===== src/rtl/minifloat_block_accumulator.sv =====
// Expands 4-bit mantissa / 3-bit exponent minifloat samples back to integers and
// sums them over fixed-length (or flushed) blocks, emitting one result per block.
module minifloat_block_accumulator #(
    parameter int ACC_W     = 16,
    parameter int BLOCK_LEN = 8,
    parameter int CNT_W     = 8
) (
    input  logic             clk,
    input  logic             rst,
    input  logic             in_valid,
    output logic             in_ready,
    input  logic [3:0]       in_m,
    input  logic [2:0]       in_e,
    input  logic             flush,
    output logic             out_valid,
    input  logic             out_ready,
    output logic [ACC_W-1:0] out_sum,
    output logic [CNT_W-1:0] out_count,
    output logic             out_sat
);

    typedef enum logic {ACCUM, HOLD} state_t;

    state_t           state, state_next;
    logic [ACC_W-1:0] acc, acc_next;
    logic [CNT_W-1:0] cnt, cnt_next;
    logic             sat, sat_next;
    logic [10:0]      value;
    logic [ACC_W:0]   sum_wide;
    logic             accept;
    logic             close;

    assign in_ready = (state == ACCUM);
    assign accept   = in_valid && in_ready;
    assign sum_wide = {1'b0, acc} + (ACC_W+1)'(value);

    // Hidden leading one is restored for every non-zero exponent.
    always_comb begin
        value = 11'(in_m);
        if (in_e != 3'd0)
            value = 11'({1'b1, in_m}) << (in_e - 3'd1);
    end

    // NOTE: every signal gets a default at the top so no path leaves it unassigned (no latch).
    always_comb begin
        state_next = state;
        acc_next   = acc;
        cnt_next   = cnt;
        sat_next   = sat;
        close      = 1'b0;
        case (state)
            ACCUM: begin
                if (accept) begin
                    acc_next = sum_wide[ACC_W] ? '1 : sum_wide[ACC_W-1:0];
                    sat_next = sat | sum_wide[ACC_W];
                    cnt_next = cnt + CNT_W'(1);
                end
                // A flush on an empty block (no samples, none arriving) closes nothing.
                close = (accept && (cnt_next == CNT_W'(BLOCK_LEN))) ||
                        (flush && (cnt_next != '0));
                if (close)
                    state_next = HOLD;
            end
            HOLD: begin
                if (out_ready)
                    state_next = ACCUM;
            end
            default: state_next = ACCUM;
        endcase
    end

    // NOTE: sequential state uses non-blocking assignments so all registers update together.
    always_ff @(posedge clk) begin
        if (rst) begin
            state     <= ACCUM;
            acc       <= '0;
            cnt       <= '0;
            sat       <= 1'b0;
            out_valid <= 1'b0;
            out_sum   <= '0;
            out_count <= '0;
            out_sat   <= 1'b0;
        end else begin
            state <= state_next;
            if (close) begin
                out_valid <= 1'b1;
                out_sum   <= acc_next;
                out_count <= cnt_next;
                out_sat   <= sat_next;
                acc       <= '0;
                cnt       <= '0;
                sat       <= 1'b0;
            end else if (state == ACCUM) begin
                acc <= acc_next;
                cnt <= cnt_next;
                sat <= sat_next;
            end
            if (state == HOLD && out_ready)
                out_valid <= 1'b0;
        end
    end

endmodule


===== config.mk =====
export PLATFORM = sky130hd
export DESIGN_NAME = minifloat_block_accumulator
export DESIGN_NICKNAME = d
export VERILOG_FILES = /design/src/rtl/minifloat_block_accumulator.sv
export SDC_FILE = /design/constraint.sdc
export NUM_CORES = 1
export LEC_CHECK = 0
export BUFFER_PORTS_ARGS = -buffer_cell sky130_fd_sc_hd__buf_2
export CAP_MARGIN = 20
export CORE_ASPECT_RATIO = 2
export CORE_MARGIN = 1.5
export CORE_UTILIZATION = 50
export DETAILED_ROUTE_END_ITERATION = 12
export GPL_TIMING_DRIVEN = 0
export PLACE_DENSITY = 0.76
export REMOVE_ABC_BUFFERS = 1
export SETUP_SLACK_MARGIN = 0.05
export SLEW_MARGIN = 30
export SYNTH_ARGS = -nofsm -noshare
export SYNTH_HDL_FRONTEND = slang
export SYNTH_SLANG_ARGS = --single-unit
export TNS_END_PERCENT = 1

===== constraint.sdc =====
create_clock -name clk -period 5.5 [get_ports clk]
set_clock_uncertainty 0.15 [all_clocks]
set_input_delay 0.55 -clock clk [delete_from_list [all_inputs] [get_ports clk]]
set_output_delay 0.55 -clock clk [all_outputs]
set_load 0.05 [all_outputs]

# ---- Word-level counts from Yosys, hierarchy flattened
# Index checks and enable logic that the tools add are counted.
dict set report word_totals {
  memories 0
  out_inout_bits 27
  in_bits 12
  word_cells 37
  latch_bits 0
  romBits 0
  register_bits 52
  mem_bits_rw 0
}
dict set report op_classes {
  order_cmp 0
  n_eq_ne 1
  n_reduce_logical 9
  n_bitwise 2
  shift 1
  mux 13
  mul 0
  n_div 0
  n_addsub 3
}
# op n
set op_table {}
lappend op_table {{two-way mux 16 bit} 3}
lappend op_table {{two-way mux 8 bit} 3}
lappend op_table {{adder 16 x 11 -> 17 bit} 1}
lappend op_table {{two-way mux 11 bit} 1}
lappend op_table {{left shift 5 x 3 -> 11 bit} 1}
lappend op_table {{adder 8 x 1 -> 8 bit, second input constant} 1}
lappend op_table {{== test 8 x 4 -> 1 bit, second input constant} 1}
lappend op_table {{nonzero test 8 bit} 1}
lappend op_table {{two-way mux 1 bit} 5}
lappend op_table {{logical AND 1 bit} 4}
lappend op_table {{OR reduction 2 bit} 2}
lappend op_table {{nonzero test 3 bit} 1}
lappend op_table {{subtractor 3 x 1 -> 3 bit, second input constant} 1}
lappend op_table {{one-hot mux 1 bit (2 select lines)} 1}
lappend op_table {{logical OR 1 bit} 1}
lappend op_table {{NOT 1 bit} 1}
lappend op_table {{bitwise OR 1 bit} 1}

# ---- Longest topological paths before layout
# Gate-level depths: netlist of run 1.
dict set report depth {
  word_depth 9
  mapped_depth 17
  ltp_nobuf 15
}

# ---- Least setup slack after synthesis of run 1
# Ideal clock, no wire load.
dict set report synth_path {
  path_kind {in2reg}
  from {in in_e[0]}
  to {reg out_sum[4]}
  path_slack_ns 1.180
  n_path_buf 2
  arrival_ns 4.101
  cell_stages 16
  required_time_ns 5.281
  path_cell_list {clkbuf_1 > inv_1 > ha_1 > clkbuf_1 > nand2_1 > nor3_1 > a21oi_1 > o22ai_1 > inv_1 > fa_1 > nand2b_1 > a211oi_1 > o2111ai_1 > a31o_2 > a2111o_1 > o21ai_1}
}
dict set report synth_via {
  elab_chain_cells 7
}
# element line
set synth_rtl {}
lappend synth_rtl {{from (decl)} 13} ;# input logic [2:0] in_e,
lappend synth_rtl {{subtractor 3 x 1 -> 3 bit} 41} ;# value = 11'({1'b1, in_m}) << (in_e - 3'd1);
lappend synth_rtl {{left shift 5 x 3 -> 11 bit} 41}
lappend synth_rtl {{two-way mux 11 bit (*)} 40} ;# if (in_e != 3'd0)
lappend synth_rtl {{adder 16 x 11 -> 17 bit (*)} 35} ;# assign sum_wide = {1'b0, acc} + (ACC_W+1)'(value);
lappend synth_rtl {{two-way mux 16 bit (*)} 54} ;# acc_next = sum_wide[ACC_W] ? '1 : sum_wide[ACC_W-1:0];
lappend synth_rtl {{two-way mux 16 bit (*)} 53} ;# if (accept) begin
lappend synth_rtl {{two-way mux 16 bit (*)} 51} ;# case (state)
lappend synth_rtl {{to (signal assigned)} 87} ;# out_sum <= acc_next;
lappend synth_rtl {{to (decl)} 17} ;# output logic [ACC_W-1:0] out_sum,
# Every way passes the cells marked *; elsewhere a longest branch is shown, timed or not.
# A chain may end at the register's enable or synchronous reset.

# ---- Worst setup path in the final report of run 1
dict set report layout_path {
  from {in in_e[0]}
  to {reg out_sum[0]}
}
# Same word-level chain as after synthesis.

==> results of run 1 <==
==> cell type report <==
class                   count  area (µm²)
inverters                  12        45.0
well taps                  63        78.8
fillers                   555        2530
multi-input cells         279        1870
clock inverters             1        30.0
repair buffers             39         201
flip-flops and latches     52        1040
clock buffers               7         153
==> metrics by stage <==
stage          power, mW  utilization [%]  std cells  hold WS [ns]  setup WS [ns]
2_1_floorplan      0.721                -        343         0.274           1.65
3_3_place_gp       0.805             54.1        444         0.293          0.802
3_5_place_dp       0.816             54.4        445         0.301          0.680
4_1_cts             1.20             57.5        453         0.316          0.981
5_1_grt             1.24             57.5        453         0.330          0.599
6_report            1.19             57.5        453         0.312          0.989
==> worst paths after layout <==
path         startpoint         end  slack (ns)
min                 sat         sat        0.31
max             in_e[0]  out_sum[0]        0.99
min reg2reg         sat         sat        0.31
max reg2reg      acc[0]  out_sum[0]        2.26
==> registers in the layout, summed over array words and instances (netlist names) <==
register and count:
out_sum 16, sat 1, state 1, cnt 8, out_count 8, acc 16, out_sat 1, out_valid 1
==> power breakdown <==
| group | total (mW) | internal, mW | switching [mW] |
|---|---|---|---|
| registers | 0.437 | 0.413 | 0.0235 |
| logic | 0.374 | 0.112 | 0.262 |
| clock network | 0.379 | 0.240 | 0.139 |
| total | 1.19 | 0.765 | 0.424 |
==> cells in the final DEF (no fill, tap or decap), types with 2 or more instances in the layout <==
cell and instances:
xnor2_1 11, a31o_2 2, nor2b_1 7, a211o_1 2
ha_1 14, o2111a_1 2, xor2_1 8, o31ai_1 2
a311oi_1 2, a21o_1 4, o21ai_0 21, o211ai_1 8
nand4_1 5, or4_1 4, clkbuf_16 5, a211oi_2 7
dfxtp_1 52, o2111ai_1 7, nor2_1 35, mux2_2 4
a21oi_1 33, nand3_1 6, nand4b_1 2, inv_1 12
o21ai_1 3, nand3b_1 2, o21a_1 2, clkbuf_8 2
mux2i_1 4, nand2_1 26, a31oi_1 4, nand2b_1 7
buf_2 38, and3_1 5, and2_1 3, a211oi_1 4
o41ai_1 3, o22ai_1 4, nor3_1 7
==> Yosys cell counts, drive strengths merged, types with 3 or more instances <==
cell / count / area, µm²
nand3: 6 / 30.0
o41ai: 3 / 26.3
dfxtp: 52 / 1040
nor3: 7 / 35.0
nand2: 26 / 97.6
nand4: 5 / 31.3
nor2: 36 / 138
o2111ai: 7 / 61.3
and2: 3 / 18.8
o211ai: 8 / 60.1
buf: 7 / 43.8
a21oi: 34 / 174
xor2: 8 / 70.1
xnor2: 11 / 96.3
ha: 14 / 175
mux2: 4 / 45.0
o21ai: 25 / 129
a31oi: 4 / 25.0
nor2b: 8 / 50.1
mux2i: 4 / 40.0
a21o: 4 / 30.0
o22ai: 4 / 25.0
clkbuf: 12 / 45.0
a211oi: 11 / 118
inv: 12 / 45.0
nand2b: 7 / 43.8
or4: 4 / 30.0
and3: 5 / 31.3
==> kinds of logic (layout without fill, tap and decap cells) <==
group           Yosys count  in the layout  share of synthesized area, %
compound gates          121            121                          27.7
xor+xnor                 19             19                          5.48
fa+ha+maj                15             15                          6.42
buf+inv                  31             59                          4.40
flops                    52             52                          34.3
mux                       8              8                          2.80
simple gates            116            116                          19.0
==> routing by layer <==
layer	wire length, µm	part of all wire [%]	GRT usage [%]
met4	243	3.3	12.2
met2	4230	57	45.5
met5	0	0	0
met3	184	2.5	4.11
met1	2740	37	21.9
==> critical path: cells and delay by family <==
family	cells	cell delay [ns]
AO/OA/AOI/OAI	6	1.82
adder cells (fa/ha/maj)	2	0.91
buffers and inverters	3	0.40
AND/OR/NAND/NOR	4	0.90
==> results_dict.tcl, run 1 <==
set metrics [dict create \
    fin_nets 416 \
    port_buffers 38 \
    drive_gt1_share_pct 17.2 \
    cts_hold_buf 0 \
    cp_slowest_cell "a211oi_1" \
    setup_viol 0 \
    power_density_mw_per_mm2 347 \
    diodes 0 \
    grt_max_degree 29 \
    p_leak_nw 1.41 \
    drv_cap 0 \
    area_delta_synth_final_pct 12.6 \
    synth_area_per_cell_um2 8.40 \
    cts.htree.levels 2 \
    place_area_mm2 0.00324 \
    yosysSeqAreaShare_pct 34.3 \
    crit_fanout 10 \
    maxSlewHeadroom_pct 45.2 \
    fin_setup_tns_ns 0 \
    vias 2829 \
    worst_path_largest_cell_delay_ns 0.59 \
    rr_worst_depth 9 \
    die-height_um 113 \
    final_area_mm2 0.00342 \
    grt_pass1_wl_um 12100 \
    gp_congestion 0.898 \
    drcViolationCount 3 \
    crit_required_ns 5.58 \
    tritoncts "built" \
    dieArea_mm2 0.00658 \
    ys_seq_elements 52 \
    hold_class "reg2reg" \
    tightest_slew_ns 0.823 \
    peakVddDrop_v 0.000288 \
    ys_warn_count 0 \
    crit_arrival_ns 4.59 \
    syn_inst 362 \
    cp_cell_sequence "buf_2 > inv_1 > ha_1 > nand2_1 > nor3_1 > a21oi_1 > o22ai_1 > inv_1 > fa_1 > nand2b_1 > a211oi_1 > o2111ai_1 > a31o_2 > or4_1 > o21ai_1" \
    status "finished, violations left" \
    dpl.hpwl_um 5440 \
    cts_resized 0 \
    rsz0062_at_grt "no" \
    cts_setup_buffers 0 \
    fin_crit_ns 4.51 \
    dr.pass1.iters 8 \
    fp.coreArea_mm2 0.00596 \
    fp.dieW_um 58.1 \
    cts.reportedPaths.clkPinSlew_ns 0.06 \
    ant_nets 0 \
    grt_pass1_vias 2769 \
    hold_viol 0 \
    wire_per_inst_um 16.3 \
    synth_area_mm2 0.00304 \
    viasPerCell 6.25 \
    grt-ovfl-total 0 \
    violations "design-rule violations" \
    finalCritPeriodShare_pct 82.0 \
    antenna_found_initial 0 \
    routed_wl_um 7390 \
    ctsRootBufferMaster "clkbuf_16" \
    cts_max_path_buffers 2 \
    io-pin-count 39 \
    grt.total_usage_pct 23.5 \
    end_kind "register" \
    max_freq_mhz 222 \
    crit_top_cell "inv_1" \
    synthArstFlopShare_pct 0 \
    synthFlopType "dfxtp_1" \
    row_count 40 \
    clock-sinks 52 \
    cts_buffers 5 \
    synth_edf_count 0 \
    start_util_pct 51.0 \
    crit_type "in2reg" \
    drtIter0Drc 143 \
    holdPathStages 2 \
    clock_latency_ns 0.29 \
    finalMaxSlewViolations 0 \
    cp-start-kind "primary input" \
    synth_cell_type_count 58 \
]
Note: power is estimated with default switching activity, not from simulation.
==> run 2: changes to the inputs <==
--- a/config.mk
+++ b/config.mk
@@ -5,6 +5,7 @@
 export SDC_FILE = /design/constraint.sdc
 export NUM_CORES = 1
 export LEC_CHECK = 0
+export ABC_AREA = 1
 export BUFFER_PORTS_ARGS = -buffer_cell sky130_fd_sc_hd__buf_2
 export CAP_MARGIN = 20
 export CORE_ASPECT_RATIO = 2
@@ -12,7 +13,7 @@
 export CORE_UTILIZATION = 50
 export DETAILED_ROUTE_END_ITERATION = 12
 export GPL_TIMING_DRIVEN = 0
-export PLACE_DENSITY = 0.76
+export PLACE_DENSITY = 0.77
 export REMOVE_ABC_BUFFERS = 1
 export SETUP_SLACK_MARGIN = 0.05
 export SLEW_MARGIN = 30
==> constraint.sdc (replaced) <==
create_clock -name clk -period 4.6 [get_ports clk]
set_clock_uncertainty 0.15 [all_clocks]
set_input_delay 0.46 -clock clk [delete_from_list [all_inputs] [get_ports clk]]
set_output_delay 0.46 -clock clk [all_outputs]
set_load 0.05 [all_outputs]
==> results_dict.tcl, run 2 <==
set metrics [dict create \
    p_leak_nw 1.60 \
    r2r_setup_slack_ns 1.56 \
    area_delta_synth_final_pct 10.6 \
    rsz0062_at_grt "no" \
    power_frac_seq_pct 40.0 \
    drive_gt1_share_pct 14.3 \
    synthFlopType "dfxtp_1" \
    cts.reportedPaths.clkPinSlew_ns 0.06 \
    dr.pass1.iters 4 \
    synthArstFlopShare_pct 0 \
    synth_compound_area_share_pct 12.2 \
    yosysTopAreaCell "dfxtp_1" \
    hold_path_end "out_valid" \
    wire_per_inst_um 12.4 \
    max_freq_mhz 274 \
    synth_top_area_share_pct 35.0 \
    finalMaxSlewViolations 0 \
    gp_congestion 0.871 \
    end_kind "register" \
    synth_mux_area_share_pct 0 \
    cts_resized 0 \
    p_int_mw 0.813 \
    crit_fanout 10 \
    clock_latency_ns 0.29 \
    diodes 0 \
    grt.total_usage_pct 21.5 \
    grt_max_degree 30 \
    fp.coreArea_mm2 0.00571 \
    top_regs "acc (16), out_sum (16)" \
    synth_cell_type_count 35 \
    ctsRootBufferMaster "clkbuf_16" \
    setup_viol 0 \
    p_sw_mw 0.486 \
    hold_viol 0 \
    hold_class "in2reg" \
    finalCritPeriodShare_pct 79.2 \
    cts_buffers 5 \
    synth_top_family_by_area "simple AND/OR/NAND/NOR gates" \
    row_count 39 \
    reg2reg_to "cnt[4]" \
    fin_crit_ns 3.65 \
    rr_worst_depth 10 \
    cts_setup_buffers 0 \
    fin_setup_tns_ns 0 \
    grt_pass1_wl_um 11100 \
    crit_arrival_ns 3.70 \
    grt-ovfl-total 0 \
    fp.dieW_um 57.5 \
    cts_hold_buf 0 \
    routed_wl_um 6500 \
    hp-start "out_ready" \
    drv_cap 0 \
    cp-start-kind "primary input" \
    ant_nets 0 \
    fin_nets 490 \
    drtIter0Drc 127 \
    crit_type "in2reg" \
    r2r-start "state" \
    synth-simple-area-share_pct 31.4 \
    start_util_pct 52.1 \
    clkPwrFrac_pct 27.1 \
    crit_required_ns 4.66 \
    cts.htree.levels 2 \
    maxSlewHeadroom_pct 46.4 \
    synth_area_mm2 0.00297 \
    synth_common_cells "72 x nor2_1, 68 x nand2_1, 65 x inv_1, 52 x dfxtp_1, 37 x nand3_1" \
    synth_xor_area_share_pct 3.20 \
    power_density_mw_per_mm2 395 \
    viasPerCell 5.31 \
    die-height_um 112 \
    port_buffers 38 \
    yosysSeqAreaShare_pct 35.0 \
    ys_seq_elements 52 \
    vias 2783 \
    synth.area.top_cells "dfxtp_1 35%, nor2_1 9.1%, nand2_1 8.6%" \
    grt_pass1_vias 2722 \
    synth_area_per_cell_um2 6.92 \
    tritoncts "built" \
    holdPathStages 4 \
    antenna_found_initial 0 \
    stdcell_count 524 \
    placed_cells 517 \
    layout_common_cells "71 x nor2_1, 68 x nand2_1, 65 x inv_1" \
    tightest_slew_ns 0.803 \
    status "complete, no violations" \
    drcViolationCount 0 \
    clock-sinks 52 \
    dpl.hpwl_um 5080 \
    ys_warn_count 0 \
    synthAdderAreaFrac_pct 6.56 \
    peakVddDrop_v 0.000361 \
    io-pin-count 39 \
    final_common_cell "nor2_1" \
    comb_power_share_pct 32.9 \
    cts_max_path_buffers 2 \
    syn_inst 430 \
    synth_edf_count 0 \
    p_sw_share_pct 37.4 \
    dieArea_mm2 0.00645 \
    yosysMostFrequentCell "nor2_1" \
]
==> run 2: cell types whose count changed in the layout (fill, tap and decap cells not counted), sizes merged, moves of 8 or more <==
cell    previous run  this run
nor2b              8         0
nor2              36        76
o21ai             25        42
o211ai             8         0
inv               12        67
nand2             26        71
a211oi            11         1
a21oi             34        10
xnor2             11         2
nand3              6        45
==> run 2: routing by layer <==
layer / up-vias / part of all wire (%) / GRT usage [%] / wire length (µm)
met5: - / 0 / 0 / 0
met4: 0 / 3.0 / 12.6 / 195
met3: 17 / 3.6 / 3.46 / 234
met2: 54 / 57 / 41.0 / 3740
met1: 1266 / 36 / 20.3 / 2340
li1: 1446 / - / - / -
==> run 2: area by class of cell <==
type / instances / area, µm²
clock buffers: 5 / 125
inverters: 67 / 251
flip-flops and latches: 52 / 1040
fillers: 534 / 2420
clock inverters: 2 / 12.5
repair buffers: 38 / 190
multi-input cells: 299 / 1590
well taps: 61 / 76.3
==> run 2: logic make-up after synthesis <==
kind of cell / Yosys count
AO/OA/AOI/OAI: 67
flip-flops: 52
adder cells (fa/ha/maj): 15
XOR/XNOR: 10
buffers and inverters: 79
AND/OR/NAND/NOR: 207
==> run 2: power by group through the flow <==
stage / clock network (mW) / logic, mW / registers [mW]
after global routing: 0.378 / 0.477 / 0.524
after detailed placement: 0 / 0.427 / 0.530
after global placement: 0 / 0.418 / 0.528
after CTS: 0.360 / 0.428 / 0.520
final: 0.352 / 0.427 / 0.520
after floorplan: 0 / 0.261 / 0.597
==> run 2: worst max-delay path by stage <==
stage                  from           to  slack, ns  cells after the start
floorplan           in_e[0]  out_sum[14]       1.40                     18
global placement    in_e[0]  out_sum[14]       0.68                     19
detailed placement  in_e[0]  out_sum[14]       0.66                     19
CTS                 in_e[0]  out_sum[14]       0.95                     19
global route        in_e[0]  out_sum[14]       0.54                     19
finish              in_e[0]  out_sum[14]       0.95                     19
==> run 2: worst max-delay path, stage by stage <==
cell	delay (ns)
buf_2	0.16
inv_1	0.09
ha_1	0.35
inv_1	0.12
nor2_1	0.12
inv_1	0.05
o21ai_0	0.19
ha_1	0.23
inv_1	0.08
fa_1	0.42
o21ai_0	0.40
nand2_1	0.10
nand2_1	0.13
nand3_1	0.08
nand2_1	0.15
nand3b_1	0.20
nand3_1	0.17
inv_1	0.06
o21ai_0	0.14
==> run 2: through the flow <==
stage                     hold slack, ns  setup slack (ns)  total power [mW]  area, µm²  utilization (%)
after global routing               0.323             0.542              1.38       3290             57.6
after floorplan                    0.291              1.40             0.858       2880                -
after detailed placement           0.300             0.661             0.957       3150             55.2
final                              0.298             0.955              1.30       3290             57.6
after CTS                          0.301             0.951              1.31       3290             57.6
after global placement             0.299             0.681             0.946       3150             55.1
